<file path="src/rtl/fetch_unit.sv">
//==============================================================================
// Module   : fetch_unit
// Brief    : PC, one-outstanding imem handshake and IF/ID register.
//            Optional FETCH_PERF_CNT_EN adds saturating performance counters.
// Revision : 1.0 - initial release
//==============================================================================
`default_nettype none

module fetch_unit #(
    parameter int              XLEN      = 64,
    parameter logic [XLEN-1:0] RESET_PC  = '0,
    parameter logic [31:0]     NOP_INSTR = 32'h00000013
) (
    input  logic            clk,
    input  logic            rst,
    input  logic            StallF,
    input  logic            StallD,
    input  logic            FlushD,
    input  logic [1:0]      PCSrcE,
    input  logic [XLEN-1:0] PCTargetE,
    input  logic [XLEN-1:0] ALUResultE,
    output logic            imem_req,
    output logic [XLEN-1:0] imem_addr,
    input  logic            imem_ack,
    input  logic [31:0]     imem_rdata,
    output logic [31:0]     InstrD,
    output logic [XLEN-1:0] PCD,
    output logic [XLEN-1:0] PCPlus4D,
    output logic            ValidD,
    output logic [XLEN-1:0] PCF
`ifdef FETCH_PERF_CNT_EN
    ,
    output logic [31:0]     perf_fetched,
    output logic [31:0]     perf_bubbles,
    output logic [31:0]     perf_redirects
`endif
);

    localparam logic [XLEN-1:0] c_four = XLEN'(4);

    typedef enum logic [1:0] {
        FETCH = 2'd0,
        HOLD  = 2'd1,
        DROP  = 2'd2
    } state_t;

    state_t          r_state, w_stateNext;
    logic [XLEN-1:0] r_pcF, w_pcNext;
    logic [XLEN-1:0] r_oldAddr;
    logic [31:0]     r_holdInstr;
    logic [31:0]     r_instrD;
    logic [XLEN-1:0] r_pcD, r_pcPlus4D;
    logic            r_validD;
    logic            w_redirect, w_instrAvail, w_holdLoad;
    logic [31:0]     w_availInstr;
    logic [XLEN-1:0] w_target;

    assign w_redirect = (PCSrcE != 2'b00);
    // 2'b11 is reserved and behaves like a branch/jal target.
    assign w_target   = (PCSrcE == 2'b10) ? (ALUResultE & ~XLEN'(1)) : PCTargetE;

    always_comb begin
        w_stateNext  = r_state;
        w_pcNext     = r_pcF;
        w_instrAvail = 1'b0;
        w_holdLoad   = 1'b0;
        w_availInstr = imem_rdata;
        case (r_state)
            FETCH: begin
                if (w_redirect) begin
                    w_pcNext = w_target;
                    if (!imem_ack) w_stateNext = DROP;
                end else if (imem_ack) begin
                    if (StallF) begin
                        w_stateNext = HOLD;
                        w_holdLoad  = 1'b1;
                    end else begin
                        w_instrAvail = 1'b1;
                        w_pcNext     = r_pcF + c_four;
                    end
                end
            end
            HOLD: begin
                if (w_redirect) begin
                    w_pcNext    = w_target;
                    w_stateNext = FETCH;
                end else if (!StallF) begin
                    w_instrAvail = 1'b1;
                    w_availInstr = r_holdInstr;
                    w_pcNext     = r_pcF + c_four;
                    w_stateNext  = FETCH;
                end
            end
            DROP: begin
                // PCF already carries the latched target; a new redirect overwrites it.
                if (w_redirect) w_pcNext = w_target;
                if (imem_ack) w_stateNext = FETCH;
            end
            default: w_stateNext = FETCH;
        endcase
    end

    always_ff @(posedge clk or posedge rst) begin
        if (rst) begin
            r_state     <= FETCH;
            r_pcF       <= RESET_PC;
            r_oldAddr   <= RESET_PC;
            r_holdInstr <= NOP_INSTR;
        end else begin
            r_state <= w_stateNext;
            r_pcF   <= w_pcNext;
            // Keep the abandoned request's address on the bus until it is acked.
            if (r_state == FETCH && w_stateNext == DROP) r_oldAddr <= r_pcF;
            if (w_holdLoad) r_holdInstr <= imem_rdata;
        end
    end

    always_ff @(posedge clk or posedge rst) begin
        if (rst) begin
            r_instrD   <= NOP_INSTR;
            r_pcD      <= '0;
            r_pcPlus4D <= '0;
            r_validD   <= 1'b0;
        end else if (FlushD || (!StallD && !w_instrAvail)) begin
            r_instrD <= NOP_INSTR;
            r_validD <= 1'b0;
        end else if (!StallD) begin
            r_instrD   <= w_availInstr;
            r_pcD      <= r_pcF;
            r_pcPlus4D <= r_pcF + c_four;
            r_validD   <= 1'b1;
        end
    end

    assign imem_req  = !rst && (r_state != HOLD);
    assign imem_addr = (r_state == DROP) ? r_oldAddr : r_pcF;
    assign InstrD    = r_instrD;
    assign PCD       = r_pcD;
    assign PCPlus4D  = r_pcPlus4D;
    assign ValidD    = r_validD;
    assign PCF       = r_pcF;

`ifdef FETCH_PERF_CNT_EN
    logic [31:0] r_perfFetched, r_perfBubbles, r_perfRedirects;
    logic        w_loadValid, w_loadBubble;

    assign w_loadBubble = FlushD || (!StallD && !w_instrAvail);
    assign w_loadValid  = !FlushD && !StallD && w_instrAvail;

    always_ff @(posedge clk or posedge rst) begin
        if (rst) begin
            r_perfFetched   <= '0;
            r_perfBubbles   <= '0;
            r_perfRedirects <= '0;
        end else begin
            if (w_loadValid && r_perfFetched != '1) r_perfFetched <= r_perfFetched + 32'd1;
            if (w_loadBubble && r_perfBubbles != '1) r_perfBubbles <= r_perfBubbles + 32'd1;
            if (w_redirect && r_perfRedirects != '1) r_perfRedirects <= r_perfRedirects + 32'd1;
        end
    end

    assign perf_fetched   = r_perfFetched;
    assign perf_bubbles   = r_perfBubbles;
    assign perf_redirects = r_perfRedirects;
`endif

endmodule

`default_nettype wire
</file>
<file path="config.mk">
export PLATFORM = sky130hd
export DESIGN_NAME = fetch_unit
export DESIGN_NICKNAME = d
export VERILOG_FILES = /design/src/rtl/fetch_unit.sv
export SDC_FILE = /design/constraint.sdc
export NUM_CORES = 1
export LEC_CHECK = 0
export ABC_AREA = 1
export CORE_MARGIN = 8
export CORE_UTILIZATION = 25
export DETAILED_ROUTE_END_ITERATION = 10
export PLACE_DENSITY = 0.54
export SYNTH_ARGS = -nofsm -noshare
export SYNTH_HDL_FRONTEND = slang
export SYNTH_SLANG_ARGS = --single-unit
</file>
<file path="constraint.sdc">
create_clock -name clk -period 30.4 [get_ports clk]
set_clock_uncertainty 0.2 [all_clocks]
set_input_delay 3.04 -clock clk [delete_from_list [all_inputs] [get_ports clk]]
set_output_delay 3.04 -clock clk [all_outputs]
set_load 0.02 [all_outputs]
</file>
==> results.txt <==
----------------------------------------------------
[Outcome]
  Status ... completed

[Global route]
  Number of antenna violations at the first check in global routing ... 3
  Largest net degree at the start of global routing ... 104
  GRT Overall Usage ... 18.6%
  Global-route wire length before repair ... 104000 µm
  Remaining global-route overflow ... 0
  Via count of the first global-routing pass ... 15745

[Floorplanning]
  Area of the core region ... 63900 µm²
  Die outline height ... 269 µm
  DIE AREA ... 72500 µm²
  Number of rows created at floorplan ... 93
  Initial standard-cell utilization of the core ... 25.1%
  Die outline width ... 269 µm
  Boundary Pins ... 458

[Clock network]
  Count of H-tree levels built during CTS ... 2
  Number of buffers inserted by hold repair at cts ... 0
  Post-CTS setup-driven buffer insertion count ... 0
  CTS max path bufs ... 3
  Post-cts resize count ... 0
  CTS tree ... built
  CTS clk-pin slew, worst paths ... 0.06 ns
  Clock network latency to the later pin of the worst-skew pair ... 0.56 ns
  TritonCTS buffer count ... 41
  CTS root buffer ... clkbuf_16
  Clock Sinks ... 321

[Placed design]
  Total placed cells including tap cells ... 3259
  Detailed placer's ending HPWL ... 52000 µm
  Placement Cell Area ... 21300 µm²
  Number of buffers added on ports ... 456
  Placer Congestion ... 0.868

[Setup path]
  WP buf/inv ... 2
  CP max stage delay ... 0.63 ns
  Maximum net fanout on the critical path ... 2
  Endpoint class of the critical path ... primary output
  Category of the critical setup timing path ... in2out
  Delay-heaviest family, CP ... buffers and inverters
  Dominant cell type by count on the critical path ... clkdlybuf4s50_1
  Cell at the slowest stage of the critical path ... clkdlybuf4s50_1
  Required time worst endpoint ... 27.16 ns
  Crit-path cells ... clkdlybuf4s50_1 -> nor2_1 -> clkdlybuf4s50_1
  Nature of the critical path startpoint ... primary input
  Arrival time at the worst endpoint ... 4.33 ns

[Layout]
  Count of nets after finishing ... 2616
  Share of post-route cells with drive strength above 1 ... 7.02%
  Final cell area excluding filler cells ... 22700 µm²
  Leading cell type in the layout, fill and taps excluded ... nand2_1
  Highest-count cells in the layout ignoring fill and taps ... nand2_1 (615), clkdlybuf4s50_1 (456), dfrtp_1 (315)
  Non-filler instance count after layout ... 3333
  Layout Area Growth over Synthesis ... 41.5%

[Min path]
  Hold WC Path Type ... reg2reg

[Power]
  Power density of the placed cells ... 67.4 nW/µm²
  Maximum VDD drop ... 0.0429 mV
  P_leak ... 9.90 nW

[Logic synthesis]
  Synthesized area divided by synthesized cell count ... 7.86 µm²
  Share of the yosys chip area belonging to registers ... 50.1%
  Leading area contributor after synthesis ... dfrtp_1
  Syn. warnings ... 0
  Count of state elements after synthesis ... 321
  Fraction of synthesized cell area taken by the top area cell type ... 49.2%
  Net count after synthesis ... 2208
  Syn Inst Count ... 2039
  Most area-consuming cells after synthesis ... dfrtp_1 (49%), nand2_1 (14%), o21ai_0 (7.4%)
  Library cells used by synthesis ... 32
  Area of the mapped netlist ... 16000 µm²

[Detailed routing]
  Number of vias per cell after detailed routing ... 4.70
  Count of unresolved DRC violations after routing ... 0
  Final routed wirelength across all metal layers ... 70300 µm
  Vias ... 15680
  Wirelength per Cell ... 21.1 µm
  Detailed router's first-iteration violation count ... 1120
  Residual antenna-violating net count after detailed routing ... 0
  TritonRoute pass-1 iters ... 5

[STA]
  Final Cycle Share ... 24.9%
  Achievable frequency ... 0.132 GHz
  Final count of hold timing violations ... 0
  RSZ-0062 raised after global routing ... false
  Final worst path period need ... 7.57 ns
  Total count of max-transition violations in the final report ... 0
  Pin slew with the least headroom to its limit ... 1.17 ns
  Setup TNS after final layout ... 0 ns
  Worst-case headroom to the max-slew limit ... 22.0%
  Final setup violation count ... 0

[Flow run]
  Max_cap viols ... 0

----------------------------------------------------
synth_stat cells, drive strengths merged:
library cell / n
nand3: 87
o211ai: 4
mux2: 45
nor2: 241
a21oi: 72
o21a: 1
dfstp: 6
nand2: 623
a31oi: 74
nand4: 10
ha: 1
xor2: 30
o21ai: 283
inv: 129
o31ai: 1
clkbuf: 54
o21bai: 1
buf: 59
dfrtp: 315
o22ai: 2
a31o: 1
registers in the layout, indices dropped and copies added, names as in the netlist:
name / cells
r_holdInstr: 32
ValidD: 1
r_state: 2
r_oldAddr: 64
PCD: 64
PCPlus4D: 62
PCF: 64
InstrD: 32
power by group:
part / internal, mW / leakage, nW / total (mW) / switching [mW]
sequential: 0.510 / 4.04 / 0.572 / 0.0617
clock: 0.300 / 0.659 / 0.497 / 0.197
combinational: 0.196 / 5.21 / 0.461 / 0.264
per-stage QoR:
| stage | power (mW) | hold slack, ns | utilization, % | worst slack, ns |
|---|---|---|---|---|
| floorplan | 0.796 | 0.253 | - | 18.29 |
| global placement | 1.04 | 0.266 | 33.4 | 22.84 |
| detailed placement | 1.05 | 0.274 | 33.4 | 22.83 |
| CTS | 1.55 | 0.288 | 35.5 | 22.84 |
| global route | 1.61 | 0.311 | 35.5 | 22.80 |
| finish | 1.53 | 0.282 | 35.5 | 22.83 |
area by class of cell:
class / instances / area (µm²)
flip-flops and latches: 321 / 8040
repair buffers: 478 / 4740
well taps: 855 / 1070
fillers: 6586 / 41200
inverters: 129 / 492
multi-input cells: 1476 / 7000
clock inverters: 13 / 179
clock buffers: 60 / 1170
diodes: 1 / 2.50
worst paths after layout:
path / depth (start not counted) / end / from / slack [ns]
worst max-delay path: 3 / imem_req / rst / 22.83
min in group asynchronous: 2 / r_holdInstr[8]$_DFFE_PP0P_ / rst / 2.76
max in group asynchronous: 4 / r_oldAddr[29]$_DFFE_PP0P_ / rst / 25.10
worst min register to register: 2 / r_oldAddr[28]$_DFFE_PP0P_ / r_oldAddr[28]$_DFFE_PP0P_ / 0.28
worst max register to register: 10 / InstrD[16]$_DFFE_PP0P_ / r_state[0]$_DFF_PP0_ / 26.20
worst min-delay path: 2 / r_oldAddr[28]$_DFFE_PP0P_ / r_oldAddr[28]$_DFFE_PP0P_ / 0.28
metal layers:
| metal | routed length (µm) | up-vias | share of wire (%) | global-route usage (%) |
|---|---|---|---|---|
| li1 | - | 7454 | - | - |
| met1 | 30000 | 7558 | 43 | 23.1 |
| met2 | 32400 | 566 | 46 | 30.4 |
| met3 | 5830 | 102 | 8.3 | 6.22 |
| met4 | 2050 | 0 | 2.9 | 5.77 |
| met5 | 0 | - | 0 | 0 |
logic make-up (layout without fill, tap and decap cells):
group	Yosys count	count (layout)	share of synthesized area (%)
buffers and inverters	242	680	6.40
adder cells (fa/ha/maj)	1	1	0.0780
flip-flops	321	321	50.1
AND/OR/NAND/NOR	961	961	23.7
other	0	1	0
multiplexers	45	45	3.16
XOR/XNOR	30	30	1.64
AO/OA/AOI/OAI	439	439	14.9
worst reg2reg max path, cell delays in order (launching register included):
cell and delay [ns]:
dfrtp_1 0.38, buf_4 0.37, nor2_1 0.15, inv_2 0.10
nand2_2 0.04, buf_4 0.25, nor2_4 0.50, buf_4 0.72
buf_4 0.93, o21ai_0 0.29, o21ai_1 0.19
No activity file was read; power rests on OpenSTA's default activity.
